$ cat src/rtl/bp_cce_pkg.sv
// rtl/bp_cce_pkg.sv - shared CCE types and helpers for the MSHR scheduler
package bp_cce_pkg;

    typedef enum logic [1:0] {
        e_slot_free   = 2'd0,
        e_slot_active = 2'd1,
        e_slot_wait   = 2'd2,
        e_slot_ready  = 2'd3
    } bp_cce_mshr_slot_state_e;

    // clog2 that never returns 0, so a 1-entry index still gets a 1-bit field
    function automatic int safe_clog2(input int x);
        return (x <= 1) ? 1 : $clog2(x);
    endfunction

endpackage

$ cat src/rtl/bsg_arb_round_robin.sv
// rtl/bsg_arb_round_robin.sv - round-robin arbiter, pointer moves past each accepted grant
module bsg_arb_round_robin
    import bp_cce_pkg::*;
#(
    parameter int width_p = 4,
    parameter int lg_w_lp = safe_clog2(width_p)
) (
    input  logic               clk_i,
    input  logic               reset_i,
    input  logic [width_p-1:0] reqs_i,
    output logic [width_p-1:0] grants_o,
    input  logic               yumi_i
);

    logic [lg_w_lp-1:0] ptr_q, ptr_d;
    logic [lg_w_lp-1:0] gidx;
    logic               found;
    int                 scan_idx;

    // first requester at or after the pointer, wrapping around
    always_comb begin
        grants_o = '0;
        found    = 1'b0;
        gidx     = '0;
        scan_idx = 0;
        for (int k = 0; k < width_p; k++) begin
            scan_idx = int'(ptr_q) + k;
            if (scan_idx >= width_p) scan_idx = scan_idx - width_p;
            if (!found && reqs_i[scan_idx]) begin
                grants_o[scan_idx] = 1'b1;
                gidx               = lg_w_lp'(scan_idx);
                found              = 1'b1;
            end
        end
        ptr_d = ptr_q;
        if (yumi_i && found) begin
            ptr_d = (int'(gidx) == width_p - 1) ? '0 : gidx + lg_w_lp'(1);
        end
    end

    // pointer register
    always_ff @(posedge clk_i) begin
        if (reset_i) ptr_q <= '0;
        else         ptr_q <= ptr_d;
    end

endmodule

$ cat src/rtl/bsg_priority_encode.sv
// rtl/bsg_priority_encode.sv - lowest-index set bit to binary index
module bsg_priority_encode
    import bp_cce_pkg::*;
#(
    parameter int width_p   = 4,
    parameter int addr_w_lp = safe_clog2(width_p)
) (
    input  logic [width_p-1:0]   i,
    output logic [addr_w_lp-1:0] addr_o,
    output logic                 v_o
);

    // scan high to low so the lowest set bit is the last one written
    always_comb begin
        addr_o = '0;
        v_o    = 1'b0;
        for (int k = width_p - 1; k >= 0; k--) begin
            if (i[k]) begin
                addr_o = addr_w_lp'(k);
                v_o    = 1'b1;
            end
        end
    end

endmodule

$ cat src/rtl/bp_cce_mshr_sched.sv
// rtl/bp_cce_mshr_sched.sv - MSHR slot scheduler feeding the CCE register block restore
module bp_cce_mshr_sched
    import bp_cce_pkg::*;
#(
    parameter int num_mshr_p            = 4,
    parameter int paddr_width_p         = 40,
    parameter int block_size_in_bytes_p = 64,
    parameter int lg_block_size_in_bytes_lp = safe_clog2(block_size_in_bytes_p),
    parameter int lg_num_mshr_lp        = safe_clog2(num_mshr_p),
    parameter int count_width_lp        = $clog2(num_mshr_p + 1)
) (
    input  logic                      clk_i,
    input  logic                      reset_i,
    input  logic                      alloc_v_i,
    input  logic [paddr_width_p-1:0]  alloc_addr_i,
    output logic                      alloc_ready_o,
    input  logic                      park_v_i,
    input  logic                      free_v_i,
    input  logic                      mem_resp_v_i,
    input  logic [lg_num_mshr_lp-1:0] mem_resp_id_i,
    output logic                      active_v_o,
    output logic [lg_num_mshr_lp-1:0] active_id_o,
    output logic                      restore_v_o,
    output logic [count_width_lp-1:0] count_o
);

    localparam int baddr_width_lp = paddr_width_p - lg_block_size_in_bytes_lp;

    bp_cce_mshr_slot_state_e    state_q [num_mshr_p];
    bp_cce_mshr_slot_state_e    state_d [num_mshr_p];
    logic [baddr_width_lp-1:0]  addr_q  [num_mshr_p];
    logic [baddr_width_lp-1:0]  addr_d  [num_mshr_p];

    logic                       active_v_q, active_v_d;
    logic [lg_num_mshr_lp-1:0]  active_id_q, active_id_d;
    logic                       restore_v_q, restore_v_d;
    logic [count_width_lp-1:0]  count_q, count_d;

    logic [num_mshr_p-1:0]      free_vec, ready_vec, grants;
    logic                       any_ready, any_free, addr_hit;
    logic [baddr_width_lp-1:0]  alloc_baddr;
    logic [lg_num_mshr_lp-1:0]  alloc_id, grant_id;
    logic                       alloc_fire, grant_v;

    assign alloc_baddr = alloc_addr_i[paddr_width_p-1:lg_block_size_in_bytes_lp];

    // slot summaries and the same-block conflict check against live slots
    always_comb begin
        free_vec  = '0;
        ready_vec = '0;
        addr_hit  = 1'b0;
        for (int k = 0; k < num_mshr_p; k++) begin
            free_vec[k]  = (state_q[k] == e_slot_free);
            ready_vec[k] = (state_q[k] == e_slot_ready);
            if (state_q[k] != e_slot_free && addr_q[k] == alloc_baddr) addr_hit = 1'b1;
        end
        any_ready = |ready_vec;
    end

    bsg_priority_encode #(.width_p(num_mshr_p)) free_pe (
        .i      (free_vec),
        .addr_o (alloc_id),
        .v_o    (any_free)
    );

    // resumed requests get the register block before any new request
    assign grant_v = !reset_i && !active_v_q && any_ready;

    bsg_arb_round_robin #(.width_p(num_mshr_p)) ready_rr (
        .clk_i    (clk_i),
        .reset_i  (reset_i),
        .reqs_i   (ready_vec),
        .grants_o (grants),
        .yumi_i   (grant_v)
    );

    assign alloc_ready_o = !reset_i && !active_v_q && !any_ready && any_free && !addr_hit;
    assign alloc_fire    = alloc_v_i && alloc_ready_o;

    // one-hot grant to binary slot id
    always_comb begin
        grant_id = '0;
        for (int k = 0; k < num_mshr_p; k++) begin
            if (grants[k]) grant_id = lg_num_mshr_lp'(k);
        end
    end

    // per-slot transitions; free beats park, a response during park skips WAIT
    always_comb begin
        for (int k = 0; k < num_mshr_p; k++) begin
            state_d[k] = state_q[k];
            addr_d[k]  = addr_q[k];
            if (active_v_q && int'(active_id_q) == k) begin
                if (free_v_i) begin
                    state_d[k] = e_slot_free;
                end else if (park_v_i) begin
                    state_d[k] = (mem_resp_v_i && int'(mem_resp_id_i) == k) ? e_slot_ready : e_slot_wait;
                end
            end
            if (state_q[k] == e_slot_wait && mem_resp_v_i && int'(mem_resp_id_i) == k) begin
                state_d[k] = e_slot_ready;
            end
            if (grant_v && grants[k]) begin
                state_d[k] = e_slot_active;
            end
            if (alloc_fire && int'(alloc_id) == k) begin
                state_d[k] = e_slot_active;
                addr_d[k]  = alloc_baddr;
            end
        end
    end

    // registered ownership, restore pulse and occupancy count
    always_comb begin
        active_v_d  = active_v_q;
        active_id_d = active_id_q;
        restore_v_d = 1'b0;
        if (grant_v) begin
            active_v_d  = 1'b1;
            active_id_d = grant_id;
            restore_v_d = 1'b1;
        end else if (alloc_fire) begin
            active_v_d  = 1'b1;
            active_id_d = alloc_id;
        end else if (active_v_q && (park_v_i || free_v_i)) begin
            active_v_d  = 1'b0;
        end
        count_d = '0;
        for (int k = 0; k < num_mshr_p; k++) begin
            if (state_d[k] != e_slot_free) count_d = count_d + count_width_lp'(1);
        end
    end

    // state registers with synchronous reset discarding all outstanding work
    always_ff @(posedge clk_i) begin
        if (reset_i) begin
            for (int k = 0; k < num_mshr_p; k++) begin
                state_q[k] <= e_slot_free;
                addr_q[k]  <= '0;
            end
            active_v_q  <= 1'b0;
            active_id_q <= '0;
            restore_v_q <= 1'b0;
            count_q     <= '0;
        end else begin
            for (int k = 0; k < num_mshr_p; k++) begin
                state_q[k] <= state_d[k];
                addr_q[k]  <= addr_d[k];
            end
            active_v_q  <= active_v_d;
            active_id_q <= active_id_d;
            restore_v_q <= restore_v_d;
            count_q     <= count_d;
        end
    end

    assign active_v_o  = active_v_q;
    assign active_id_o = active_id_q;
    assign restore_v_o = restore_v_q;
    assign count_o     = count_q;

endmodule
$ cat config.mk
export PLATFORM = sky130hd
export DESIGN_NAME = bp_cce_mshr_sched
export DESIGN_NICKNAME = d
export VERILOG_FILES = /design/src/rtl/bp_cce_pkg.sv /design/src/rtl/bsg_arb_round_robin.sv /design/src/rtl/bsg_priority_encode.sv /design/src/rtl/bp_cce_mshr_sched.sv
export SDC_FILE = /design/constraint.sdc
export NUM_CORES = 1
export LEC_CHECK = 0
export CAP_MARGIN = 15
export CELL_PAD_IN_SITES_DETAIL_PLACEMENT = 0
export CELL_PAD_IN_SITES_GLOBAL_PLACEMENT = 2
export CORE_MARGIN = 4
export CORE_UTILIZATION = 38
export CTS_CLUSTER_SIZE = 16
export DETAILED_ROUTE_END_ITERATION = 12
export GPL_TIMING_DRIVEN = 1
export PLACE_DENSITY = 0.87
export SLEW_MARGIN = 30
export SYNTH_ARGS = -nofsm -noshare
export SYNTH_HDL_FRONTEND = slang
export SYNTH_SLANG_ARGS = --single-unit
$ cat constraint.sdc
create_clock -name clk_i -period 4.81 [get_ports clk_i]
set_input_delay 0.481 -clock clk_i [delete_from_list [all_inputs] [get_ports clk_i]]
set_output_delay 0.481 -clock clk_i [all_outputs]
set_load 0.01 [all_outputs]
==> results.yml, run 1 <==
grt:
  first_global_vias: 5550
  grt_usage_pct: 16.4
  grt_overflow: 0
  grt_pass1_wl_um: 30600
  antenna_found_initial: 0
  grt_max_degree: 97
final_layout:
  nets: 944
  syn_to_final_growth_pct: 14.7
  layout-drive-gt1-share_pct: 8.23
  final_common_cell: "nor2_1"
  antennaDiodeCount: 0
  layout_common_cells: "nor2_1 (170), dfxtp_1 (153), mux2i_1 (143)"
timing:
  setup_viol: 0
  max_slew_margin_pct: 48.9
  fin_ws_ns: 0.841
  skew_ns: 0.0145
  worstMarginPinSlew_ns: 0.766
  fmax_mhz: 252
  setup-tns-final_ns: 0
  period_share_pct: 82.5
  min_period_ns: 3.97
  rsz0062_at_grt: "no"
  hold_viol: 0
  report.final.slew_viol_count: 0
yosys:
  synth_nets: 930
  synthArstFlopShare_pct: 0
  syn_avg_cell_area_um2: 9.30
  synthCells: 872
  ys_top_cells_by_area: "dfxtp_1 (38%), mux2i_1 (18%), xor2_1 (13%), nor2_1 (7.9%), nor4_1 (2.7%)"
  yosysTopAreaCell: "dfxtp_1"
  netlist.area_leader.share_pct: 37.8
  ys_seq_area_share_pct: 37.8
  ys_warn_count: 0
  synth_edf_count: 0
  ys.flop_type: "dfxtp_1"
  syn_area_um2: 8110
  synth-seq-cells: 153
  ys_types: 61
clocking:
  holdBufCountCts: 0
  path_clk_slew_ns: 0.06
  htree_levels: 4
  cts_root_buffer: "clkbuf_16"
  cts_made_buffers: 17
  cts_resized: 0
  cts_tree: "yes"
  cts_setup_buffers: 0
  cts.sinks: 153
  cts_buffer_depth: 2
  clk_latency_ns: 0.43
routing:
  routed-via-count: 5837
  drt_iter0_drc: 320
  drcViolationCount: 0
  dr.pass1.iters: 4
  wirelength_um: 19100
  avgRoutedWirePerCell_um: 16.3
  drtAntennaViolNets: 0
  viasPerCell: 4.97
placement:
  hpwl_um: 13500
  gp_congestion: 0.789
  port_buffers: 49
  dp_slack_ns: 0.352
floorplanning:
  die_h_um: 154
  start_util_pct: 38.6
  fp.dieW_um: 154
  row_count: 53
  ioPinCount: 56
  fp.dieArea_um2: 23700
  fp.coreArea_um2: 21000
critical_path:
  max_stage_delay_ns: 0.67
  startpoint: "alloc_addr_i[12]"
  cp_common_cell: "ha_1"
  required_ns: 5.15
  start_kind: "primary input"
  crit_family: "simple AND/OR/NAND/NOR gates"
  cp_slowest_cell: "clkdlybuf4s50_1"
  crit_type: "primary input to flip-flop"
  crit_chain: "clkdlybuf4s50_1 > xor2_1 > nor4_1 > nand4_1 > nor3_1 > a41oi_2 > nand4b_4 > o21bai_4 > o2111ai_1 > or2_1 > ha_1 > mux2i_1 > inv_1 > ha_1 > nor2_1 > a211oi_1"
  cp.buffers_inverters: 2
  r2r_cells: 15
  reg2reg_slack_ns: 0.98
  end_kind: "flip-flop"
  reg2reg_from: "ready_rr.ptr_q[1]$_SDFFE_PP0P_"
  cp_num_cells: 16
  r2r-end: "count_o[1]$_SDFF_PP0_"
  crit_fanout: 8
  worstPathArrival_ns: 4.31
worst_hold_path:
  hp-start: "addr_q[0][10]$_SDFFE_PP0P_"
  worstHoldEndpoint: "addr_q[0][10]$_SDFFE_PP0P_"
  worstHoldPathCells: 2
  hold_path.class: "flip-flop to flip-flop"
power:
  ir_drop_mv: 0.245
  pwr_density_cell_nw_per_um2: 327
  p_leak_nw: 4.33
status:
  outcome: "finished clean"
job:
  max_cap_violations: 0
==> layout make-up <==
class | count | area [um2]
flip-flops and latches | 153 | 3060
multi-input cells | 637 | 4590
clock inverters | 14 | 184
clock buffers | 18 | 439
repair buffers | 69 | 654
fillers | 2060 | 11700
well taps | 275 | 344
inverters | 8 | 30.0
==> report_power, final <==
part / switching (mW) / internal [mW] / total [mW]
registers: 0.0224 / 1.29 / 1.32
logic: 0.171 / 0.134 / 0.305
clock network: 0.576 / 0.844 / 1.42
total: 0.769 / 2.27 / 3.04
==> flip-flops by register name (all words and copies together), names as in the netlist, named ones only <==
name and cells:
addr_q 136, state_q 8, count_o 3, active_id_o 2, active_v_o 1, ready_rr.ptr_q 1
restore_v_o 1
==> how the worst max path moves through the flow <==
stage                                 end  slack (ns)
global placement    count_o[1]$_SDFF_PP0_        0.40
global route        count_o[1]$_SDFF_PP0_        0.51
CTS                 count_o[1]$_SDFF_PP0_        0.80
finish              count_o[1]$_SDFF_PP0_        0.84
detailed placement  count_o[1]$_SDFF_PP0_        0.35
floorplan           count_o[1]$_SDFF_PP0_        1.45
==> Yosys cell counts (all sizes together) (2+ instances only) <==
library cell	n
clkbuf	19
nand3	9
a222oi	2
nand4b	2
ha	10
xnor2	13
and2	4
nand3b	3
and3	3
nor2b	3
nor4	35
buf	55
a22oi	4
a2111oi	3
nand2	27
a211oi	4
o31ai	2
o211ai	2
inv	7
a21oi	14
nor3	15
or3	4
xor2	124
o21ai	5
nor2	172
mux2i	143
mux4	2
nand2b	2
dfxtp	153
o21bai	2
nand4	11
and3b	3
==> logic make-up after synthesis <==
family,after synthesis,share of synthesized area [%]
AO/OA/AOI/OAI,48,4.50
XOR/XNOR,137,14.9
adder cells (fa/ha/maj),10,1.54
buffers and inverters,82,5.92
flip-flops,153,37.8
multiplexers,146,18.4
AND/OR/NAND/NOR,296,17.0
==> routing by layer <==
metal  vias up  global-route usage [%]  part of all wire [%]  routed length [um]
met5         -                       0                     0                   0
li1       2988                       -                     -                   -
met4         0                    5.38                   1.4                 261
met3        16                    3.04                   2.6                 498
met2        74                    27.5                    50                9500
met1      2759                    21.3                    46                8890
==> per-stage QoR <==
stage          utilization (%)  area (um2)  total power [mW]  instances  hold slack [ns]
6_report                  44.3        9310              3.04       1174            0.514
4_1_cts                   44.3        9310              3.08       1174            0.519
3_5_place_dp              41.3        8680              1.65       1142            0.502
2_1_floorplan                -        8110              1.56        872            0.480
3_3_place_gp              41.3        8680              1.65       1142            0.493
5_1_grt                   44.3        9310              3.16       1174            0.535
==> worst reg2reg max path, cell delays in order, from the launching register on <==
cell	delay, ns
dfxtp_1	0.50
inv_1	0.20
ha_1	0.44
mux4_2	0.41
o31a_4	0.16
a222oi_1	0.27
nand2_1	0.09
nand2_1	0.13
o211ai_1	0.13
or3_1	0.38
inv_1	0.08
ha_1	0.26
xnor2_2	0.17
ha_1	0.28
nor2_1	0.04
a211oi_1	0.20
No activity file was read; power rests on OpenSTA's default activity.
==> inputs of run 2 (changes only) <==
==> constraint.sdc (replaced) <==
create_clock -name clk_i -period 4 [get_ports clk_i]
set_input_delay 0.4 -clock clk_i [delete_from_list [all_inputs] [get_ports clk_i]]
set_output_delay 0.4 -clock clk_i [all_outputs]
set_load 0.01 [all_outputs]
==> results.yml, run 2 (synthesis results as in run 1) <==
status:
  outcome: "finished clean"
final_layout:
  largest-register: "addr_q"
  layout-drive-gt1-share_pct: 12.5
  layout_common_cells: "nor2_1 (170), dfxtp_1 (153), mux2i_1 (143)"
  antennaDiodeCount: 0
  largest_register_ffs: 136
  postLayoutCellArea_um2: 9680
  syn_to_final_growth_pct: 19.4
  fill_cells: 1998
  nets: 988
  final_common_cell: "nor2_1"
timing:
  holdWs_ns: 0.388
  period_share_pct: 89.5
  fmax_mhz: 279
  worstMarginPinSlew_ns: 0.852
  max_slew_margin_pct: 43.2
  setup_viol: 0
  min_period_ns: 3.58
  skew_ns: 0.0125
  hold_viol: 0
  report.final.slew_viol_count: 0
  rsz0062_at_grt: "no"
job:
  max_cap_violations: 0
floorplanning:
  fp.dieW_um: 154
  fp.coreArea_um2: 21000
  start_util_pct: 38.6
  row_count: 53
  fp.dieArea_um2: 23700
  ioPinCount: 56
  die_h_um: 154
routing:
  drt_iter0_drc: 300
  dr.pass1.iters: 4
  drtAntennaViolNets: 0
  wirelength_um: 19600
  drcViolationCount: 0
  viasPerCell: 4.91
  routed-via-count: 5975
  avgRoutedWirePerCell_um: 16.1
grt:
  grt_pass1_wl_um: 31600
  first_global_vias: 5785
  grt_max_degree: 81
  grt_overflow: 0
  antenna_found_initial: 0
  grt_usage_pct: 16.8
critical_path:
  max_stage_delay_ns: 0.57
  end_kind: "flip-flop"
  cp.buffers_inverters: 1
  cp_common_cell: "nand2_1"
  required_ns: 4.34
  crit_type: "flip-flop to flip-flop"
  crit_fanout: 9
  reg2reg_slack_ns: 0.42
  cp_slowest_cell: "mux4_2"
  crit_family: "simple AND/OR/NAND/NOR gates"
  crit_chain: "nand2_1 > mux4_2 > o31a_4 > a222oi_1 > nand2_1 > nand2_1 > o211ai_1 > or3_1 > inv_1 > ha_1 > xnor2_2 > ha_1 > nor2_1 > a211oi_1"
  start_kind: "flip-flop"
  worstPathArrival_ns: 3.92
clocking:
  cts_made_buffers: 17
  path_clk_slew_ns: 0.06
  cts_buffer_depth: 2
  holdBufCountCts: 0
  cts_tree: "yes"
  clk_latency_ns: 0.42
  htree_levels: 4
  cts_root_buffer: "clkbuf_16"
  cts_resized: 0
  cts_setup_buffers: 0
  cts.sinks: 153
placement:
  placed_cell_area_um2: 9050
  port_buffers: 49
  gp_congestion: 0.789
  hpwl_um: 14100
power:
  pwr_density_cell_nw_per_um2: 383
  p_leak_nw: 4.57
  ir_drop_mv: 0.254
worst_hold_path:
  hold_path.class: "primary input to flip-flop"
==> run 2: final timing paths <==
kind,from,endpoint,cells after the start
min,reset_i,addr_q[2][26]$_SDFFE_PP0P_,2
max reg2reg,state_q[0][0]$_SDFF_PP0_,count_o[1]$_SDFF_PP0_,14
min reg2reg,addr_q[3][13]$_SDFFE_PP0N_,addr_q[3][13]$_SDFFE_PP0N_,2
max,state_q[0][0]$_SDFF_PP0_,count_o[1]$_SDFF_PP0_,14
==> run 2: per-stage QoR <==
stage | power (mW) | util, % | instances | TNS (ns) | setup WS [ns]
after floorplan | 1.88 | - | 872 | 0 | 0.678
after global placement | 2.02 | 43.0 | 1186 | 0 | 0.00500
after detailed placement | 2.02 | 43.0 | 1186 | -0.00986 | -0.00986
after CTS | 3.76 | 46.1 | 1218 | 0 | 0.414
after global routing | 3.85 | 46.1 | 1218 | 0 | 0.102
final | 3.71 | 46.1 | 1218 | 0 | 0.420
==> run 2: power by group <==
part | switching (mW) | internal, mW
clock | 0.689 | 1.03
combinational | 0.212 | 0.188
sequential | 0.0278 | 1.56
==> run 2: worst register-to-register path: cells and delay by family (launching register included) <==
family                     cells  cell delay [ns]
DFF                            1             0.53
xor gates and xnor gates       1             0.16
and+or+nand+nor                5             0.86
buffers and inverters          1             0.08
adders and majority gates      2             0.53
AOI/OAI and AO/OA              4             0.77
muxes                          1             0.57
==> run 2: routing by layer <==
layer	routed length (um)	up-vias	track usage (%)
met1	9140	2836	21.7
met5	0	-	0
met4	93	0	3.41
li1	-	3064	-
met2	9780	67	29.0
met3	539	8	3.43
==> run 2: final cells by class <==
cell class,instances,area (um2),area share [%]
multi-input combinational,637,4590,47.4
sequential,153,3060,31.6
timing repair buffer,113,1020,10.5
clock buffer,19,453,4.68
tap,275,344,3.55
clock inverter,13,180,1.86
inverter,8,30.0,0.310
==> inputs of run 3 (changes only) <==
--- a/config.mk
+++ b/config.mk
@@ -8,6 +8,7 @@
 export CAP_MARGIN = 15
 export CELL_PAD_IN_SITES_DETAIL_PLACEMENT = 0
 export CELL_PAD_IN_SITES_GLOBAL_PLACEMENT = 2
+export CORE_ASPECT_RATIO = 1.25
 export CORE_MARGIN = 4
 export CORE_UTILIZATION = 38
 export CTS_CLUSTER_SIZE = 16
==> results.yml, run 3 (synthesis results as in run 1) <==
status:
  outcome: "finished clean"
critical_path:
  r2r_cells: 14
  crit_type: "flip-flop to flip-flop"
  crit_family: "simple AND/OR/NAND/NOR gates"
  cp.buffers_inverters: 1
  worstPathArrival_ns: 4.00
  required_ns: 4.34
  reg2reg_from: "state_q[0][1]$_SDFF_PP0_"
  reg2reg_slack_ns: 0.34
  r2r-end: "count_o[1]$_SDFF_PP0_"
  end_kind: "flip-flop"
  max_stage_delay_ns: 0.56
  crit_fanout: 8
  cp_common_cell: "nand2_1"
  start_kind: "flip-flop"
  cp_slowest_cell: "mux4_2"
  crit_chain: "nand2_1 > mux4_2 > o31a_4 > a222oi_1 > nand2_1 > nand2_1 > o211ai_1 > or3_1 > inv_1 > ha_1 > xnor2_2 > ha_1 > nor2_1 > a211oi_1"
final_layout:
  nets: 998
  largest-register: "addr_q"
  post-route-util_pct: 46.6
  final_common_cell: "nor2_1"
  layout_common_cells: "nor2_1 (170), dfxtp_1 (153), mux2i_1 (143)"
  largest_register_ffs: 136
  antennaDiodeCount: 0
  layout-drive-gt1-share_pct: 13.4
  finalNonFillerCells: 1227
  syn_to_final_growth_pct: 19.9
power:
  p_sw_share_pct: 25.9
  finalPower_mw: 3.62
  combPwrFrac_pct: 11.3
  p_clk_share_pct: 44.9
  p_switching_uw: 937
  p_int_mw: 2.69
  pwr_density_cell_nw_per_um2: 372
  ir_drop_mv: 0.291
  p_leak_nw: 4.60
  pwr-share-seq_pct: 43.7
grt:
  antenna_found_initial: 0
  grt_max_degree: 93
  grt_usage_pct: 17.1
  first_global_vias: 5952
  grt_overflow: 0
  grt_pass1_wl_um: 32000
timing:
  fmax_mhz: 273
  report.final.slew_viol_count: 0
  rsz0062_at_grt: "no"
  skew_ns: 0.00865
  min_period_ns: 3.66
  setup-tns-final_ns: 0
  setup_viol: 0
  fin_ws_ns: 0.341
  period_share_pct: 91.5
  max_slew_margin_pct: 50.0
  worstMarginPinSlew_ns: 0.750
  hold_viol: 0
floorplanning:
  fp.dieArea_um2: 23800
  fp.dieW_um: 139
  die_h_um: 171
  row_count: 59
  fp.coreArea_um2: 20900
  ioPinCount: 56
  start_util_pct: 38.8
routing:
  wirelength_um: 20100
  dr.pass1.iters: 5
  viasPerCell: 4.90
  routed-via-count: 6018
  drcViolationCount: 0
  drt_iter0_drc: 343
  avgRoutedWirePerCell_um: 16.4
  drtAntennaViolNets: 0
clocking:
  cts_setup_buffers: 0
  cts.sinks: 153
  path_clk_slew_ns: 0.07
  holdBufCountCts: 0
  cts_buffer_depth: 2
  cts_made_buffers: 17
  cts_tree: "yes"
  cts_root_buffer: "clkbuf_16"
  clk_latency_ns: 0.43
  htree_levels: 4
  cts_resized: 0
worst_hold_path:
  worstHoldPathCells: 2
  worstHoldEndpoint: "addr_q[2][7]$_SDFFE_PP0P_"
  hp-start: "addr_q[2][7]$_SDFFE_PP0P_"
  hold_path.class: "flip-flop to flip-flop"
job:
  max_cap_violations: 0
placement:
  placed_cells: 1195
  gp_congestion: 0.812
  dp_slack_ns: 0.00693
  port_buffers: 49
  hpwl_um: 14500
run 3: changes by cell type in the layout (fill, tap and decap cells not counted), sizes merged:
| cell | delta |
|---|---|
| clkinv | +1 |
| inv | +1 |
| clkbuf | -2 |
| bufinv | -1 |
| clkinvlp | +1 |
| buf | +10 |
run 3: worst max path at each step:
stage                                  endpoint  cells past startpoint                      from  slack [ns]
after global routing      count_o[1]$_SDFF_PP0_                     17          alloc_addr_i[38]        0.14
after global placement    count_o[1]$_SDFF_PP0_                     18          alloc_addr_i[20]      0.0007
after detailed placement  count_o[1]$_SDFF_PP0_                     18          alloc_addr_i[20]       0.007
after CTS                 count_o[1]$_SDFF_PP0_                     14  state_q[0][1]$_SDFF_PP0_        0.34
after floorplan           count_o[1]$_SDFF_PP0_                     15                 flip-flop        0.68
final                     count_o[1]$_SDFF_PP0_                     14  state_q[0][1]$_SDFF_PP0_        0.34
run 3: power groups by stage:
stage,clock network (mW),logic [mW],registers (mW)
after floorplan,0,0.267,1.61
after global placement,0,0.413,1.62
after detailed placement,0,0.414,1.62
after CTS,1.66,0.417,1.58
after global routing,1.73,0.448,1.59
final,1.63,0.411,1.58
run 3: per-layer routing:
metal | wire length [um] | part of all wire (%) | up-vias | global-route usage, %
li1 | - | - | 3091 | -
met1 | 9070 | 45 | 2824 | 20.4
met4 | 306 | 1.5 | 0 | 4.94
met2 | 10300 | 51 | 87 | 31.5
met3 | 485 | 2.4 | 16 | 3.03
met5 | 0 | 0 | - | 0
run 3: metrics by stage:
stage               area (um2)  hold WS, ns
floorplan                 8110        0.480
global placement          9140        0.494
detailed placement        9140        0.503
CTS                       9730        0.521
global route              9730        0.534
finish                    9730        0.513
run 3: cell type report:
class,count,area (um2)
fillers,2005,11200
multi-input cells,637,4590
flip-flops and latches,153,3060
repair buffers,123,1110
clock buffers,17,425
well taps,274,343
clock inverters,15,165
inverters,8,30.0
run 3: worst register-to-register path, delay by kind of cell (launching register included):
family                     cells  cell delay [ns]
xor gates and xnor gates       1             0.16
adders and majority gates      2             0.53
AOI/OAI and AO/OA              4             0.82
muxes                          1             0.56
DFF                            1             0.55
buffers and inverters          1             0.08
and+or+nand+nor                5             0.85
